===== config.mk =====
export PLATFORM = sky130hd
export DESIGN_NAME = cpu_opponent_input
export DESIGN_NICKNAME = d
export VERILOG_FILES = /design/src/rtl/cpu_opponent_input.sv
export SDC_FILE = /design/constraint.sdc
export NUM_CORES = 1
export LEC_CHECK = 0
export ABC_CLOCK_PERIOD_IN_PS = 5700
export CAP_MARGIN = 20
export CORE_ASPECT_RATIO = 1.2
export CORE_UTILIZATION = 55
export CTS_CLUSTER_SIZE = 25
export DETAILED_ROUTE_END_ITERATION = 10
export GPL_TIMING_DRIVEN = 0
export PLACE_DENSITY = 0.85
export SKIP_LAST_GASP = 1
export SLEW_MARGIN = 20
export SYNTH_ARGS = -nofsm -noshare
export SYNTH_HDL_FRONTEND = slang
export SYNTH_SLANG_ARGS = --single-unit

===== constraint.sdc =====
create_clock -name clk_60Hz -period 5.7 [get_ports clk_60Hz]
set_input_delay 0.855 -clock clk_60Hz [delete_from_list [all_inputs] [get_ports clk_60Hz]]
set_output_delay 0.855 -clock clk_60Hz [all_outputs]
set_load 0.005 [all_outputs]

===== src/rtl/cpu_opponent_input.sv =====
// cpu_opponent_input
//   Computer-controlled opponent driving the P2 gameplay controller inputs
//   in place of the board buttons. Runs on the 60 Hz frame clock and makes
//   at most one decision per decision tick.
//   P2 stands right of P1, so "toward" is in_left and "away" is in_right.
//
// Ports
//   clk_60Hz      frame clock
//   reset_n       synchronous reset, active low
//   enable        AI active; when low the FSM parks in AI_WAIT, outputs 0
//   opp_pos_x     P1 x position
//   opp_state     P1 controller state code
//   self_pos_x    P2 x position
//   self_state    P2 controller state code
//   self_stunmode P2 stun mode (01 hit, 10 block, 00 none)
//   in_left       move toward the opponent
//   in_right      move away from the opponent
//   attack        attack button
//   ai_state      current AI state (debug / LEDs)
module cpu_opponent_input #(
  parameter int PLAYER_WIDTH    = 64,
  parameter int ATTACK_RANGE    = 40,
  parameter int DECIDE_PERIOD   = 8,
  parameter int APPROACH_MAX    = 60,
  parameter int RETREAT_FRAMES  = 12,
  parameter int ATTACK_HOLD_MAX = 4,
  parameter int COOLDOWN_FRAMES = 10
) (
  input  logic       clk_60Hz,
  input  logic       reset_n,
  input  logic       enable,
  input  logic [9:0] opp_pos_x,
  input  logic [3:0] opp_state,
  input  logic [9:0] self_pos_x,
  input  logic [3:0] self_state,
  input  logic [1:0] self_stunmode,
  output logic       in_left,
  output logic       in_right,
  output logic       attack,
  output logic [2:0] ai_state
);

  typedef enum logic [2:0] {
    AI_WAIT     = 3'd0,
    AI_APPROACH = 3'd1,
    AI_RETREAT  = 3'd2,
    AI_ATTACK   = 3'd3,
    AI_COOLDOWN = 3'd4
  } ai_state_t;

  localparam int DW = (DECIDE_PERIOD > 1) ? $clog2(DECIDE_PERIOD) : 1;
  localparam logic [DW-1:0] DECIDE_LAST = DW'(DECIDE_PERIOD - 1);
  localparam logic [5:0] APPROACH_LAST = 6'(APPROACH_MAX - 1);
  localparam logic [5:0] RETREAT_LAST  = 6'(RETREAT_FRAMES - 1);
  localparam logic [5:0] HOLD_LAST     = 6'(ATTACK_HOLD_MAX - 1);
  localparam logic [5:0] COOL_LAST     = 6'(COOLDOWN_FRAMES - 1);

  ai_state_t     r_state, w_state_nxt;
  logic [DW-1:0] r_decide, w_decide_nxt;
  logic [5:0]    r_timer, w_timer_nxt;
  logic          r_dir, w_dir_nxt;
  logic [7:0]    r_lfsr;
  logic          r_in_left, r_in_right, r_attack;

  // Gap is evaluated one bit wider than the 11-bit result so that a far-left
  // P2 cannot wrap around into a large positive gap; negative saturates to 0.
  logic [11:0] w_gap_full;
  logic [10:0] w_gap;
  logic        w_in_range, w_stun, w_threat, w_override;

  assign w_gap_full = {2'b00, self_pos_x} - {2'b00, opp_pos_x} - 12'(PLAYER_WIDTH);
  assign w_gap      = w_gap_full[11] ? 11'd0 : w_gap_full[10:0];
  assign w_in_range = (w_gap <= 11'(ATTACK_RANGE));
  assign w_stun     = (self_stunmode != 2'b00) || (self_state == 4'd9) || (self_state == 4'd10);
  assign w_threat   = (opp_state == 4'd3) || (opp_state == 4'd6);
  assign w_override = !enable || w_stun;

  always_comb begin
    w_state_nxt  = r_state;
    w_decide_nxt = r_decide;
    w_timer_nxt  = r_timer + 6'd1;
    w_dir_nxt    = r_dir;
    if (w_override) begin
      w_state_nxt  = AI_WAIT;
      w_decide_nxt = '0;
      w_timer_nxt  = '0;
    end else begin
      case (r_state)
        AI_WAIT: begin
          w_timer_nxt = '0;
          if (r_decide == DECIDE_LAST) begin
            w_decide_nxt = '0;
            if (w_threat && w_in_range) begin
              w_state_nxt = AI_RETREAT;
            end else if (w_in_range) begin
              w_state_nxt = AI_ATTACK;
              w_dir_nxt   = r_lfsr[0];
            end else begin
              w_state_nxt = AI_APPROACH;
            end
          end else begin
            w_decide_nxt = r_decide + 1'b1;
          end
        end
        AI_APPROACH: begin
          if (w_in_range) begin
            // Arrived: make the very next cycle a decision tick.
            w_state_nxt  = AI_WAIT;
            w_decide_nxt = DECIDE_LAST;
          end else if (r_timer == APPROACH_LAST) begin
            w_state_nxt = AI_WAIT;
          end
        end
        AI_RETREAT: begin
          // Opponent back to neutral aborts before the timeout.
          if (opp_state <= 4'd2)           w_state_nxt = AI_WAIT;
          else if (r_timer == RETREAT_LAST) w_state_nxt = AI_WAIT;
        end
        AI_ATTACK: begin
          if (self_state == 4'd3 || self_state == 4'd6) w_state_nxt = AI_COOLDOWN;
          else if (r_timer == HOLD_LAST)                w_state_nxt = AI_WAIT;
        end
        AI_COOLDOWN: begin
          // Only idle frames of our own controller count toward cooldown.
          if (self_state != 4'd0)        w_timer_nxt = '0;
          else if (r_timer == COOL_LAST) w_state_nxt = AI_WAIT;
        end
        default: w_state_nxt = AI_WAIT;
      endcase
      if (w_state_nxt != r_state) w_timer_nxt = '0;
    end
  end

  always_ff @(posedge clk_60Hz) begin
    if (!reset_n) begin
      r_state  <= AI_WAIT;
      r_decide <= '0;
      r_timer  <= '0;
      r_dir    <= 1'b0;
      r_lfsr   <= 8'hA5;
    end else begin
      r_state  <= w_state_nxt;
      r_decide <= w_decide_nxt;
      r_timer  <= w_timer_nxt;
      r_dir    <= w_dir_nxt;
      if (enable) r_lfsr <= {r_lfsr[6:0], r_lfsr[7] ^ r_lfsr[5] ^ r_lfsr[4] ^ r_lfsr[3]};
    end
  end

  // Outputs decode the registered state one frame later; overrides clear
  // them on the same edge the FSM is forced back to AI_WAIT.
  always_ff @(posedge clk_60Hz) begin
    if (!reset_n || w_override) begin
      r_in_left  <= 1'b0;
      r_in_right <= 1'b0;
      r_attack   <= 1'b0;
    end else begin
      r_in_left  <= (r_state == AI_APPROACH) || ((r_state == AI_ATTACK) && r_dir);
      r_in_right <= (r_state == AI_RETREAT);
      r_attack   <= (r_state == AI_ATTACK);
    end
  end

  assign in_left  = r_in_left;
  assign in_right = r_in_right;
  assign attack   = r_attack;
  assign ai_state = r_state;

endmodule

# == Word level (Yosys, flattened, before mapping) ==
# Index checks and enable logic that the tools add are counted.
# totals
inputBits,33
ff_bits,24
mem_bits_rw,0
wordCells,75
rom_bits,0
n_memories,0
output_inout_bits,6
latchBits,0
# op_classes
add_sub_neg,4
shifts,0
n_bitwise,6
n_mux,19
multipliers,0
order_cmp,2
n_reduce_logical,19
n_eq_ne,17
div,0
# ops
op,n
3-bit two-way mux,12
3-bit one-hot mux with 5 select lines,1
"6-bit by 4-bit == test with 1-bit output, second input constant",2
6-bit one-hot mux with 2 select lines,1
"11-bit by 8-bit subtractor with 12-bit output, second input constant",1
"11-bit by 6-bit less-or-equal comparator with 1-bit output, second input constant",1
11-bit two-way mux,1
10-bit by 10-bit subtractor with 11-bit output,1
"4-bit by 2-bit == test with 1-bit output, second input constant",2
"4-bit by 3-bit == test with 1-bit output, second input constant",2
"4-bit == test, second input constant",2
1-bit logical OR,7
"6-bit by 1-bit adder with 6-bit output, second input constant",1
"3-bit by 2-bit == test with 1-bit output, second input constant",2
"3-bit == test, second input constant",2
"6-bit by 2-bit == test with 1-bit output, second input constant",1
"6-bit == test, second input constant",1
6-bit two-way mux,1
3-bit one-hot mux with 2 select lines,1
5-bit AND reduction,1
"4-bit by 2-bit less-or-equal comparator with 1-bit output, second input constant",1
2-bit two-way mux,2
2-bit nonzero test,2
4-bit nonzero test,1
other kinds (12),18

# == Depth between registers and ports, before layout ==
# Gate-level depths: netlist (run 1).
# logic_depth
word_depth,11
mapped_depth,15
depth_no_buf,14

# == Least setup slack after synthesis (run 1) ==
# Ideal clock, no wire load.
# synth_path
kind,input port to flip-flop
start,in self_pos_x[0]
end,reg r_timer[0]
path_buffers,1
setup_ps,120
t_required_ps,5580
arrival_time_ps,3242
slack_ps,2338
path_stages,15
path_cell_list,inv_1 ha_1 inv_1 fa_1 a211oi_2 o21ai_1 a21oi_2 xor2_2 ha_1 xor2_1 o211ai_2 o211ai_2 and3_1 buf_6 nor3b_2
# synth_via
elab_chain_cells,11
elab_cells_between_ends,13
cone_classes,2 x add/sub; 1 x order compare; 1 x eq/ne; 7 x mux; 2 x reduce/logical
# synth_lines
element,line,text
"start, declared",34,"input logic [9:0] self_pos_x,"
10-bit by 10-bit subtractor with 11-bit output (*),71,"assign w_gap_full = {2'b00, self_pos_x} - {2'b00, opp_pos_x} - 12'(PLAYER_WIDTH);"
11-bit by 8-bit subtractor with 12-bit output (*),71,
11-bit two-way mux (*),72,assign w_gap = w_gap_full[11] ? 11'd0 : w_gap_full[10:0];
11-bit by 6-bit less-or-equal comparator with 1-bit output (*),73,assign w_in_range = (w_gap <= 11'(ATTACK_RANGE));
2-bit two-way mux or 1-bit logical AND (tied branches),"95, 93",
2-bit two-way mux,93,if (w_threat && w_in_range) begin
3-bit two-way mux,91,if (r_decide == DECIDE_LAST) begin
3-bit one-hot mux with 5 select lines (*),88,case (r_state)
3-bit two-way mux (*),83,if (w_override) begin
3-bit != test (*),130,if (w_state_nxt != r_state) w_timer_nxt = '0;
3-bit OR reduction (no source line) (*),--,
"end signal, assigned",144,r_timer <= w_timer_nxt;
"end, declared",60,"logic [5:0] r_timer, w_timer_nxt;"
# Mark *: on every way between the ends. The rest lies on a longest branch, timed or not. The select of a mux whose other input is x is not followed.
# A chain may end at the register's enable or synchronous reset.

# == Final worst setup path (run 1) ==
# layout_path
start,in opp_pos_x[0]
end,reg r_timer[0]
# layout_via
elab_chain_cells,11
elab_cells_between_ends,13
cone_classes,2 x add/sub; 1 x order compare; 1 x eq/ne; 7 x mux; 2 x reduce/logical
# layout_lines
element,line,text
"start, declared",32,"input logic [9:0] opp_pos_x,"
10-bit by 10-bit subtractor with 11-bit output (*),71,
11-bit by 8-bit subtractor with 12-bit output (*),71,
11-bit two-way mux (*),72,
11-bit by 6-bit less-or-equal comparator with 1-bit output (*),73,
2-bit two-way mux or 1-bit logical AND (tied branches),"95, 93",
2-bit two-way mux,93,
3-bit two-way mux,91,
3-bit one-hot mux with 5 select lines (*),88,
3-bit two-way mux (*),83,
3-bit != test (*),130,
3-bit OR reduction (no source line) (*),--,
# Marks and branches as above.

==> flow_metrics.py, run 1 <==
metrics = {
    "synth": {
        "synth_nets": 264,
        "synth.area.top_cells": "dfxtp_1, ha_1, xnor2_1",
        "ys_types": 47,
        "synth_xor_area_share_pct": 9.00,
        "netlist.area_leader.share_pct": 26.2,
        "synth_top_cell_by_area": "dfxtp_1",
        "synth-seq-area-share_pct": 26.2,
        "synth_fa_ha_area_share_pct": 11.3,
        "synthFlopType": "dfxtp_1",
        "synth_compound_area_share_pct": 19.7,
        "mappedNetlistArea_um2": 1840,
        "synth-edff-count": 0,
        "avgSynthCellArea_um2": 8.54,
        "ys_ff_latch": 24,
        "synthMuxAreaShare_pct": 6.00,
        "synth-simple-area-share_pct": 21.7,
        "yosys_warnings": 0,
        "postSynth.asyncResetShare_pct": 0,
        "synth_top_family_by_area": "simple AND/OR/NAND/NOR gates",
        "synth_cells": 215,
    },
    "floorplan": {
        "die_w_um": 54.7,
        "core_um2": 3110,
        "rows": 22,
        "boundaryPins": 39,
        "fp.dieArea_um2": 3570,
        "start_util_pct": 59.0,
        "die_h_um": 65.3,
    },
    "clock_network": {
        "cts_buffers": 3,
        "cts_tree": "built",
        "cts.clk_slew.worst_paths_ps": 140,
        "postCtsHoldBufs": 0,
        "ctsHtreeMaxLevel": 1,
        "post_cts_buffers": 0,
        "cts_max_path_buffers": 2,
        "root_buffer": "clkbuf_4",
        "cts.sinks": 24,
        "insertion_delay_ps": 330,
        "cts_resized": 0,
    },
    "finish": {
        "finalNetCount": 306,
        "multiInputGateArea_um2": 1240,
        "num_antenna_cells": 0,
        "drive_above_1_share_pct": 9.77,
        "area_delta_synth_final_pct": 25.5,
        "fillers": 247,
        "seqCellArea_um2": 480,
        "final_cell_count_no_fill": 292,
    },
    "status": {
        "status": "completed",
    },
    "sta": {
        "setup_viol": 0,
        "finalMaxSlewViolations": 0,
        "clock_skew_ps": 2.33,
        "rsz0062_at_grt": "false",
        "fmax_mhz": 272,
        "worst_pin_slew_ps": 682,
        "min_period_ps": 3670,
        "worst_slack_ps": 2030,
        "fin_setup_tns_ps": 0,
        "final_hold_viol_count": 0,
        "fin_crit_sh_pct": 64.4,
        "relSlewSlack_pct": 54.2,
    },
    "detailed_routing": {
        "viasPerCell": 5.68,
        "drt-total-wl_um": 3790,
        "drtPass1Iterations": 4,
        "wl_met1_um": 1660,
        "wl_met3_um": 100,
        "drc_errors": 0,
        "top_layer": "met4",
        "wl_per_cell_um": 13.0,
        "dr_wl_met2_um": 1970,
        "antenna_left": 0,
        "drt_iter0_markers": 45,
        "vias": 1658,
    },
    "worst_setup_path": {
        "reg2reg_depth": 8,
        "cp_max_fo": 6,
        "rrSetupSlack_ps": 3300,
        "r2r_end": "r_timer[0]$_SDFF_PP0_",
        "crit_arrival_ps": 3910,
        "cpPeakStageDelay_ps": 460,
        "worstPathCellList": "clkdlybuf4s50_1 > ha_1 > inv_1 > fa_1 > a211oi_2 > o21ai_1 > a21oi_2 > xor2_2 > ha_1 > xor2_1 > o211ai_2 > o211ai_2 > and3_1 > buf_6 > nor3b_2",
        "required_ps": 5940,
        "r2r_start": "ai_state[2]$_SDFF_PP0_",
        "path_class": "in -> reg",
        "end_kind": "flip-flop",
        "crit_path_top_delay_cell": "clkdlybuf4s50_1",
        "worst_setup_path_start_kind": "input pin",
    },
    "global_route": {
        "grt_pass1_vias": 1573,
        "grt_pass1_wl_um": 6230,
        "grt.total_usage_pct": 23.2,
        "grt_max_degree": 15,
        "grt_overflow_total": 0,
        "antenna_found_initial": 0,
    },
    "job": {
        "cap_violations": 0,
    },
    "power_and_ir_drop": {
        "vdd_ir_drop_max_mv": 0.158,
        "power.density_nw_per_um2": 188,
        "cellLeakagePower_uw": 0.000959,
        "power_uw": 432,
    },
    "placed_design": {
        "io_buffers": 37,
        "place_ws_ps": 1700,
        "gp_congestion": 0.818,
        "placed_cells": 288,
        "dp_hpwl_um": 3010,
    },
    "hold_path": {
        "min_path_cells": 2,
        "hold_start": "r_dir$_SDFFE_PN0P_",
        "holdPathEnd": "r_dir$_SDFFE_PN0P_",
        "hp-class": "reg -> reg",
    },
}
-- metal layers --
| metal | GRT usage [%] | vias to the layer above |
|---|---|---|
| li1 | - | 850 |
| met5 | 0 | - |
| met4 | 6.73 | 0 |
| met1 | 26.2 | 769 |
| met3 | 2.78 | 5 |
| met2 | 43.1 | 34 |
-- state kept, by name (all words and copies together) (netlist names) --
name      cells
ai_state      3
attack        1
in_left       1
in_right      1
r_decide      3
r_dir         1
r_lfsr        8
r_timer       6
-- per-stage QoR --
stage | hold WS [ps] | cell area [µm²] | util, %
floorplan | 438 | 1840 | -
global placement | 446 | 2250 | 72.4
detailed placement | 460 | 2250 | 72.4
CTS | 479 | 2300 | 74.1
global route | 500 | 2300 | 74.1
finish | 478 | 2300 | 74.1
-- critical path: cells and delay by family --
family,cells,cell delay (ps)
AND/OR/NAND/NOR,2,260
XOR/XNOR,2,420
adder cells (fa/ha/maj),3,780
AO/OA/AOI/OAI,5,930
buffers and inverters,3,650
-- logic make-up (layout without fill, tap and decap cells) --
| group | count (synthesis) | count (layout) |
|---|---|---|
| buffers and inverters | 25 | 66 |
| adder cells (fa/ha/maj) | 16 | 16 |
| XOR/XNOR | 18 | 18 |
| multiplexers | 11 | 11 |
| flip-flops | 24 | 24 |
| AO/OA/AOI/OAI | 48 | 48 |
| AND/OR/NAND/NOR | 73 | 73 |
-- layout make-up --
cell class / count / share of cell area (%)
multi-input cells: 166 / 54.0
flip-flops and latches: 24 / 20.9
repair buffers: 37 / 16.1
inverters: 17 / 2.77
plain buffers: 8 / 2.06
well taps: 36 / 1.96
clock inverters: 1 / 1.30
clock buffers: 3 / 0.978
-- Yosys cell counts, drive strengths merged (3+ instances only) --
library cell and count:
nand3b 3, nor3 3, o21ai 6, buf 4, nor3b 4, and3 5, clkbuf 4, nor2b 7
xnor2 13, xor2 5, nand3 7, o211ai 7, nor2 16, mux2i 11, inv 17, nand2 19
dfxtp 24, o22ai 4, a21oi 13, ha 15, a211oi 7
-- worst max-delay path by stage --
stage / startpoint / endpoint
floorplan: self_pos_x[0] / r_timer[0]$_SDFF_PP0_
global placement: opp_pos_x[0] / r_timer[0]$_SDFF_PP0_
detailed placement: opp_pos_x[0] / r_timer[0]$_SDFF_PP0_
CTS: opp_pos_x[0] / r_timer[0]$_SDFF_PP0_
global route: opp_pos_x[0] / r_timer[0]$_SDFF_PP0_
finish: opp_pos_x[0] / r_timer[0]$_SDFF_PP0_
-- power breakdown --
part / switching (µW) / leakage (µW) / internal, µW
registers: 3.81 / 0.000195 / 173
clock network: 56.0 / 0.0000279 / 71.2
logic: 63.6 / 0.000736 / 64.9
total: 123 / 0.000959 / 309
-- layout by cell type, fill, tap and decap left out, types with 3 or more instances in the layout --
| master | instances |
|---|---|
| o211ai_1 | 5 |
| clkbuf_1 | 4 |
| clkbuf_4 | 3 |
| nand2_1 | 19 |
| dfxtp_1 | 24 |
| nor2_2 | 4 |
| clkdlybuf4s50_1 | 37 |
| a211oi_2 | 3 |
| nor3_1 | 3 |
| ha_1 | 15 |
| o21ai_0 | 3 |
| xnor2_1 | 13 |
| nand3b_1 | 3 |
| nor2b_1 | 7 |
| a211oi_1 | 4 |
| xor2_1 | 4 |
| mux2i_1 | 11 |
| o21ai_1 | 3 |
| inv_1 | 17 |
| nor2_1 | 12 |
| and3_1 | 5 |
| o22ai_1 | 4 |
| a21oi_1 | 12 |
| nand3_1 | 7 |
No activity file was read; power rests on OpenSTA's default activity.
==> run 2, diff against run 1 <==
- ABC_CLOCK_PERIOD_IN_PS: 5700 -> 3640
- CORE_UTILIZATION: 55 -> 51
- PLACE_DENSITY: 0.85 -> 0.8
- clock period: 5.7 -> 3.64 ns (I/O delays scaled with it)
==> run 2 against run 1 <==
Cell count is 0.34% higher. Critical endpoint unchanged. Worst setup slack worse by 1800 ps. Flip-flop and latch count unchanged. Critical path depth unchanged. Highest routed layer unchanged. The run now ends with DRC left.
==> flow_metrics.py, run 2 (synthesized netlist as in run 1, its figures left out) <==
metrics = {
    "status": {
        "status": "finished, violations left",
        "violations": "DRC",
    },
    "sta": {
        "fmax_mhz": 294,
        "clock_skew_ps": 3.92,
        "rsz0062_at_grt": "false",
        "fin_setup_tns_ps": 0,
        "finalMaxSlewViolations": 0,
        "whs_ps": 469,
        "final_hold_viol_count": 0,
        "min_period_ps": 3400,
        "setup_viol": 0,
        "fin_crit_sh_pct": 93.5,
        "worst_pin_slew_ps": 699,
        "worst_slack_ps": 237,
        "relSlewSlack_pct": 53.1,
    },
    "global_route": {
        "grt_overflow_total": 0,
        "grt_pass1_wl_um": 6250,
        "antenna_found_initial": 0,
        "grt_max_degree": 15,
        "grt_pass1_vias": 1530,
        "grt.total_usage_pct": 20.2,
    },
    "finish": {
        "area_delta_synth_final_pct": 26.6,
        "mostFrequentLayoutCells": "clkdlybuf4s50_1, dfxtp_1, nand2_1",
        "top_regs": "r_lfsr: 8 flops, r_timer: 6 flops",
        "final_common_cell": "clkdlybuf4s50_1",
        "largest_register": "r_lfsr",
        "largest_reg_flops": 8,
        "drive_above_1_share_pct": 9.77,
        "finalNetCount": 306,
        "seqCellArea_um2": 480,
        "multiInputGateArea_um2": 1240,
        "stdcell_area_um2": 2320,
        "fillers": 296,
        "final_cell_count_no_fill": 293,
        "num_antenna_cells": 0,
    },
    "clock_network": {
        "cts.clk_slew.worst_paths_ps": 90,
        "root_buffer": "clkbuf_8",
        "cts_resized": 0,
        "post_cts_buffers": 0,
        "cts.sinks": 24,
        "cts_max_path_buffers": 2,
        "postCtsHoldBufs": 0,
        "insertion_delay_ps": 280,
        "cts_tree": "built",
        "cts_buffers": 3,
        "ctsHtreeMaxLevel": 1,
    },
    "placed_design": {
        "gp_congestion": 0.803,
        "dp_hpwl_um": 2950,
        "io_buffers": 37,
        "placed_cells": 289,
        "placed_area_um2": 2250,
        "place_ws_ps": -67.0,
    },
    "worst_setup_path": {
        "rrSetupSlack_ps": 1340,
        "path_class": "in -> reg",
        "r2r_end": "r_timer[1]$_SDFF_PP0_",
        "cp_max_fo": 6,
        "required_ps": 3810,
        "r2r_start": "ai_state[2]$_SDFF_PP0_",
        "end_kind": "flip-flop",
        "worst_setup_path_start_kind": "input pin",
        "reg2reg_depth": 8,
        "crit_arrival_ps": 3570,
    },
    "hold_path": {
        "holdPathEnd": "r_dir$_SDFFE_PN0P_",
        "hold_start": "r_dir$_SDFFE_PN0P_",
        "hp-class": "reg -> reg",
        "min_path_cells": 2,
    },
    "floorplan": {
        "die_h_um": 67.7,
        "start_util_pct": 54.1,
        "rows": 23,
        "boundaryPins": 39,
        "die_w_um": 56.8,
        "fp.dieArea_um2": 3840,
        "core_um2": 3400,
    },
    "power_and_ir_drop": {
        "p_sw_share_pct": 27.2,
        "power.density_nw_per_um2": 307,
        "p_int_uw": 519,
        "pwr-share-seq_pct": 38.8,
        "pwr-share-comb_pct": 27.7,
        "vdd_ir_drop_max_mv": 0.244,
        "cellLeakagePower_uw": 0.000967,
        "p_clk_share_pct": 33.5,
        "switching_power_uw": 194,
    },
    "detailed_routing": {
        "vias": 1670,
        "drt_iter0_markers": 44,
        "drc_errors": 4,
        "drtPass1Iterations": 7,
        "viasPerCell": 5.70,
        "wl_per_cell_um": 12.6,
        "drt-total-wl_um": 3700,
        "antenna_left": 0,
    },
    "job": {
        "cap_violations": 0,
    },
}
==> run 2: power by group through the flow <==
stage / Clock [µW] / Sequential [µW] / Combinational, µW
2_1_floorplan: 0 / 281 / 141
3_3_place_gp: 0 / 282 / 195
3_5_place_dp: 0 / 282 / 199
4_1_cts: 241 / 276 / 200
5_1_grt: 248 / 277 / 222
6_report: 239 / 276 / 198
==> run 2: per-stage QoR <==
step / power, µW / utilization, %
floorplan: 422 / -
global placement: 478 / 66.3
detailed placement: 481 / 66.3
CTS: 717 / 68.4
global route: 747 / 68.4
finish: 713 / 68.4
==> run 2: critical path, cell delays in order <==
cell	delay (ps)
clkdlybuf4s50_1	470
ha_1	160
inv_1	50
fa_1	410
a211oi_2	300
o21ai_1	130
a21oi_2	180
xor2_2	260
ha_1	210
xor2_1	160
o211ai_2	130
o211ai_2	170
and3_1	190
buf_6	140
nor3b_2	40
==> run 2: layout make-up <==
| class | count | area share [%] |
|---|---|---|
| multi-input cells | 166 | 53.5 |
| inverters | 17 | 2.75 |
| flip-flops and latches | 24 | 20.7 |
| repair buffers | 37 | 15.9 |
| well taps | 37 | 1.99 |
| clock inverters | 1 | 1.29 |
| clock buffers | 3 | 1.78 |
| plain buffers | 8 | 2.05 |
==> run 2: worst max path at each step <==
stage,depth (start not counted),to,slack [ps],startpoint
4_1_cts,15,r_timer[0]$_SDFF_PP0_,220,opp_pos_x[0]
2_1_floorplan,15,r_timer[0]$_SDFF_PP0_,590,self_pos_x[0]
3_3_place_gp,15,r_timer[0]$_SDFF_PP0_,-30,opp_pos_x[0]
5_1_grt,15,r_timer[0]$_SDFF_PP0_,40,opp_pos_x[0]
3_5_place_dp,15,r_timer[0]$_SDFF_PP0_,-70,opp_pos_x[0]
6_report,15,r_timer[0]$_SDFF_PP0_,240,opp_pos_x[0]
==> run 2: per-layer routing <==
metal	routed length (µm)	global-route usage, %	vias up
met5	0	0	-
met4	29	5.49	0
met3	119	2.30	4
met2	1920	37.6	35
met1	1630	24.7	777
li1	-	-	854
